File: src/rtl/vq_ctrl.sv
// Vector-quantisation controller: loads the codebook into the VEP array, then streams
// pixels through it and writes the index of the closest VEP for each pixel.
module vq_ctrl #(
  parameter int unsigned N_VEP = 64,
  parameter int unsigned N_PIX = 4096
) (
  input  logic                  clk,
  input  logic                  rst,
  input  logic                  start,
  output logic                  done,
  output logic [5:0]            RAM_W_A,
  output logic                  RAM_W_OE,
  input  logic [23:0]           RAM_W_Q,
  output logic [23:0]           weight_initial,
  output logic [N_VEP-1:0]      weight_update,
  output logic [11:0]           RAM_IF_A,
  output logic                  RAM_IF_OE,
  input  logic [23:0]           RAM_IF_Q,
  output logic [23:0]           pixel,
  input  logic [10*N_VEP-1:0]   dist_all,
  output logic [11:0]           RAM_O_A,
  output logic [5:0]            RAM_O_D,
  output logic                  RAM_O_WE
);

  localparam int unsigned KW = $clog2(N_VEP + 1);

  typedef enum logic [2:0] {
    StIdle, StLoad, StFetch, StLatch, StCmp, StWrite, StDone
  } state_e;

  state_e          state_q, state_d;
  logic [KW-1:0]   k_q, k_d;
  logic [11:0]     p_q, p_d;
  logic [23:0]     pixel_q, pixel_d;
  logic [5:0]      winner_q, winner_d;
  logic [5:0]      min_idx;
  logic [9:0]      min_val;

  assign weight_initial = RAM_W_Q;
  assign pixel          = pixel_q;

  // Strict less-than keeps the lowest index on ties.
  always_comb begin
    min_val = dist_all[9:0];
    min_idx = '0;
    for (int i = 1; i < N_VEP; i++) begin
      if (dist_all[10*i +: 10] < min_val) begin
        min_val = dist_all[10*i +: 10];
        min_idx = 6'(i);
      end
    end
  end

  always_comb begin
    state_d       = state_q;
    k_d           = k_q;
    p_d           = p_q;
    pixel_d       = pixel_q;
    winner_d      = winner_q;
    done          = 1'b0;
    RAM_W_A       = '0;
    RAM_W_OE      = 1'b0;
    weight_update = '0;
    RAM_IF_A      = '0;
    RAM_IF_OE     = 1'b0;
    RAM_O_A       = '0;
    RAM_O_D       = '0;
    RAM_O_WE      = 1'b0;
    unique case (state_q)
      StIdle: begin
        if (start) begin
          state_d = StLoad;
          k_d     = '0;
        end
      end
      StLoad: begin
        if (k_q < KW'(N_VEP)) begin
          RAM_W_A  = 6'(k_q);
          RAM_W_OE = 1'b1;
        end
        // Codebook word for VEP k-1 arrives this cycle.
        if (k_q != '0) begin
          weight_update = {{(N_VEP-1){1'b0}}, 1'b1} << (k_q - KW'(1));
        end
        if (k_q == KW'(N_VEP)) begin
          state_d = StFetch;
          k_d     = '0;
          p_d     = '0;
        end else begin
          k_d = k_q + KW'(1);
        end
      end
      StFetch: begin
        RAM_IF_A  = p_q;
        RAM_IF_OE = 1'b1;
        state_d   = StLatch;
      end
      StLatch: begin
        pixel_d = RAM_IF_Q;
        state_d = StCmp;
      end
      StCmp: begin
        winner_d = min_idx;
        state_d  = StWrite;
      end
      StWrite: begin
        RAM_O_A  = p_q;
        RAM_O_D  = winner_q;
        RAM_O_WE = 1'b1;
        if (p_q == 12'(N_PIX - 1)) begin
          state_d = StDone;
        end else begin
          p_d     = p_q + 12'd1;
          state_d = StFetch;
        end
      end
      StDone: begin
        done    = 1'b1;
        p_d     = '0;
        k_d     = '0;
        state_d = StIdle;
      end
      default: state_d = StIdle;
    endcase
  end

  always_ff @(posedge clk) begin
    if (rst) begin
      state_q  <= StIdle;
      k_q      <= '0;
      p_q      <= '0;
      pixel_q  <= '0;
      winner_q <= '0;
    end else begin
      state_q  <= state_d;
      k_q      <= k_d;
      p_q      <= p_d;
      pixel_q  <= pixel_d;
      winner_q <= winner_d;
    end
  end

endmodule
File: config.mk
export PLATFORM = sky130hd
export DESIGN_NAME = vq_ctrl
export DESIGN_NICKNAME = d
export VERILOG_FILES = /design/src/rtl/vq_ctrl.sv
export SDC_FILE = /design/constraint.sdc
export NUM_CORES = 2
export LEC_CHECK = 0
export ABC_AREA = 1
export BUFFER_PORTS_ARGS = -buffer_cell sky130_fd_sc_hd__buf_2
export CAP_MARGIN = 20
export CORE_AREA = 2 2 326 328
export DETAILED_ROUTE_END_ITERATION = 12
export DIE_AREA = 0 0 328 330
export MAX_ROUTING_LAYER = met4
export REMOVE_ABC_BUFFERS = 1
export SETUP_SLACK_MARGIN = 0.1
export SYNTH_ARGS = -nofsm -noshare
export SYNTH_HDL_FRONTEND = slang
export SYNTH_SLANG_ARGS = --single-unit
File: constraint.sdc
create_clock -name clk -period 109 [get_ports clk]
set_input_delay 16.35 -clock clk [delete_from_list [all_inputs] [get_ports clk]]
set_output_delay 16.35 -clock clk [all_outputs]
set_load 0.01 [all_outputs]
==> results by group <==
Synth
  – Seq/Total Area, Yosys: 0.0401
  – Ys Warns: 0
  – Yosys reg bits: 52
  – Number of synthesized flops with an enable pin: 0
  – Avg Cell Area, Syn: 6.10 µm²
  – Main area contributors after synthesis: ha_1 (25%), nand2_1 (14%), o21ai_0 (11%)
  – Post-Syn Instances: roughly 4300
  – Netlist cell types: between 40 and 50
  – Most common cell in the netlist: nand2_1
  – Leading area contributor after synthesis: ha_1
  – Synth Flop Type: dfxtp_1
  – Ys async rst share: 0
  – Mapped Area: around 26000 µm²
  – Top cells by count, synth: nand2_1 (997), o21ai_0 (594), ha_1 (514)
  – Share of the synthesized area in the top cell type: 0.248

Die
  – Die ar.: between 100000 and 150000 µm²
  – Die Wd: around 330 µm
  – Die Height: about 330 µm
  – # IOs: 843
  – Initial core utilization: 0.248
  – Row cnt: 119
  – Core area: roughly 100000 µm²

GRT
  – Largest net degree at the start of global routing: 35
  – Initial antenna violation count: between 80 and 90
  – Global-route wire length before repair: 179000 µm
  – GR Overflow Total: 0
  – Vias in the first global route: between 20000 and 30000
  – Gr usage total: 0.223

STA
  – Final slew viol count: 0
  – Skew final: between 0.01 and 0.015 ns
  – Min Tclk post-route: 100.24 ns
  – Fmax: between 9 and 10 MHz
  – Worst slew margin: 0.353
  – Post-route clock period utilization: 0.920
  – Fin. Hold Viols: 0
  – Setup TNS: 0 ns
  – Worst slew pin tran: about 0.97 ns
  – Setup violations, final: 0

Worst setup path
  – Reg-to-reg slack, setup: roughly 110 ns
  – Most frequent CP cell: nor2_1
  – Max stage delay on crit path: ~0.51 ns
  – Crit Reg-Reg Endpoint: p_q[11]
  – Worst-case reg-to-reg path depth: 15
  – CP Data Required Time: roughly 110 ns
  – CP arrival: approximately 100 ns
  – Worst setup SP type: input port
  – Critical path class: input port to flop
  – R2r startpoint: k_q[0]
  – Critical Path Fanout Max: 22
  – Max stage delay cell, worst path: o21ai_0
  – CP endpoint kind: flop

Route
  – Antenna Nets Post-Route: 0
  – Remaining DRCs: 0
  – Routed vias: 30900
  – DR iter-0 viols: 1798
  – Vias/cell: 4.84
  – DRT Wirelength: ~120000 µm
  – TritonRoute pass-1 iters: 6
  – Drt wl/cell: 19.5 µm

Place
  – # port buffers: roughly 790
  – Post-place instance area: between 30000 and 40000 µm²
  – DP Wirelength: 114000 µm
  – Final RePlAce weighted congestion: approximately 1.1

Min path
  – Hold crit path type: flop to flop
  – Worst hold path depth: 2
  – HP Start: p_q[0]
  – Hold Path Sink: p_q[0]

CTS
  – Clk slew on worst S/H paths: 0.08 ns
  – Skew-Pair Late Insertion Delay: about 0.3 ns
  – # hold bufs at CTS: 0
  – CTS Buffer Depth: 2
  – CTS Buf Count: 5
  – CTS tree: done
  – H-Tree Depth: 2
  – CTS sink count: 52
  – Root buf cell: clkbuf_16

Run status
  – Outcome: finished, final reports clean

Final layout
  – Share of cells above drive strength 1: 0.244
  – Area Growth Syn to Fin: 19.9%
  – Post-layout net count: about 6100
  – Utilization after layout: 0.297
  – Final instance area: between 30000 and 40000 µm²

Flow run
  – # Max-Cap Violations: 0
[sequential cells by signal, indices dropped and copies added, names as in the netlist]
| register | cells |
|---|---|
| pixel | 24 |
| state_q | 3 |
| k_q | 7 |
| p_q | 12 |
| winner_q | 6 |
[critical path, delay by kind of cell]
kind                       cells  cell delay (ns)
buffers and inverters         39             1.92
adders and majority gates     63            19.54
AOI/OAI and AO/OA             95            23.82
and+or+nand+nor              353            38.60
[cells by family (layout without fill, tap and decap cells)]
logic type               Yosys count  after routing  synth area share
XOR/XNOR                           3              3           0.00101
adder cells (fa/ha/maj)          514            514             0.248
AO/OA/AOI/OAI                    997            997             0.219
flip-flops                        52             52            0.0401
buffers and inverters            621           1286             0.117
AND/OR/NAND/NOR                 2072           2073             0.376
other                              0             73                 0
[layout by cell type, fill, tap and decap left out, drive strengths merged]
master   instances
a2111oi          2
a211oi           4
a21boi           2
a21o            63
a21oi          228
a221oi           5
a22oi            2
a31o             1
a31oi            5
and2             1
buf            803
clkbuf           6
clkinv           3
dfxtp           52
diode           73
ha             514
inv            474
nand2         1211
nand3          322
nand3b           2
nand4          131
nor2           368
nor3            30
nor4             7
o2111ai          2
o211ai           2
o21a             2
o21ai          612
o21bai          60
o311a            3
o311ai           2
o31ai            2
or3              1
xor2             3
[final cells by class]
class / count / area, µm²
Antenna cell: 73 / 183
Tap cell: 1391 / 1740
Clock inverter: 2 / 17.5
Multi-Input combinational cell: 3587 / 22200
Clock buffer: 6 / 139
Fill cell: 11800 / 73500
Timing Repair Buffer: 803 / 4050
Sequential cell: 52 / 1040
Inverter: 475 / 1780
[worst max-delay path by stage]
stage / start / to / cells past startpoint
3_3_place_gp: dist_all[9] / winner_q[3] / 561
3_5_place_dp: dist_all[9] / winner_q[2] / 581
5_1_grt: dist_all[4] / winner_q[2] / 663
6_report: dist_all[9] / winner_q[2] / 550
4_1_cts: dist_all[9] / winner_q[2] / 581
2_1_floorplan: dist_all[9] / winner_q[2] / 629
[routing by layer]
metal	routed length, µm	GRT usage
met1	49100	0.243
met4	5360	0.0797
met2	60900	0.397
met3	8990	0.0499
met5	0	-
[metrics by stage]
step                      hold WS, ns  std cells  setup slack (ns)
after global routing            0.519       6385            -0.142
final                           0.486       6389              8.76
after CTS                       0.485       6310             0.197
after global placement          0.471       6301              1.69
after detailed placement        0.476       6302            0.0868
after floorplan                 0.458       4113             17.77
[what timing repair did]
item                       in CTS  in global routing
buffers inserted                0                  4
resized for setup               0                158
setup endpoints to repair       0                  6
Power is not shown: default switching activity piles up to over one toggle a cycle in this logic, so the estimate is an artifact.
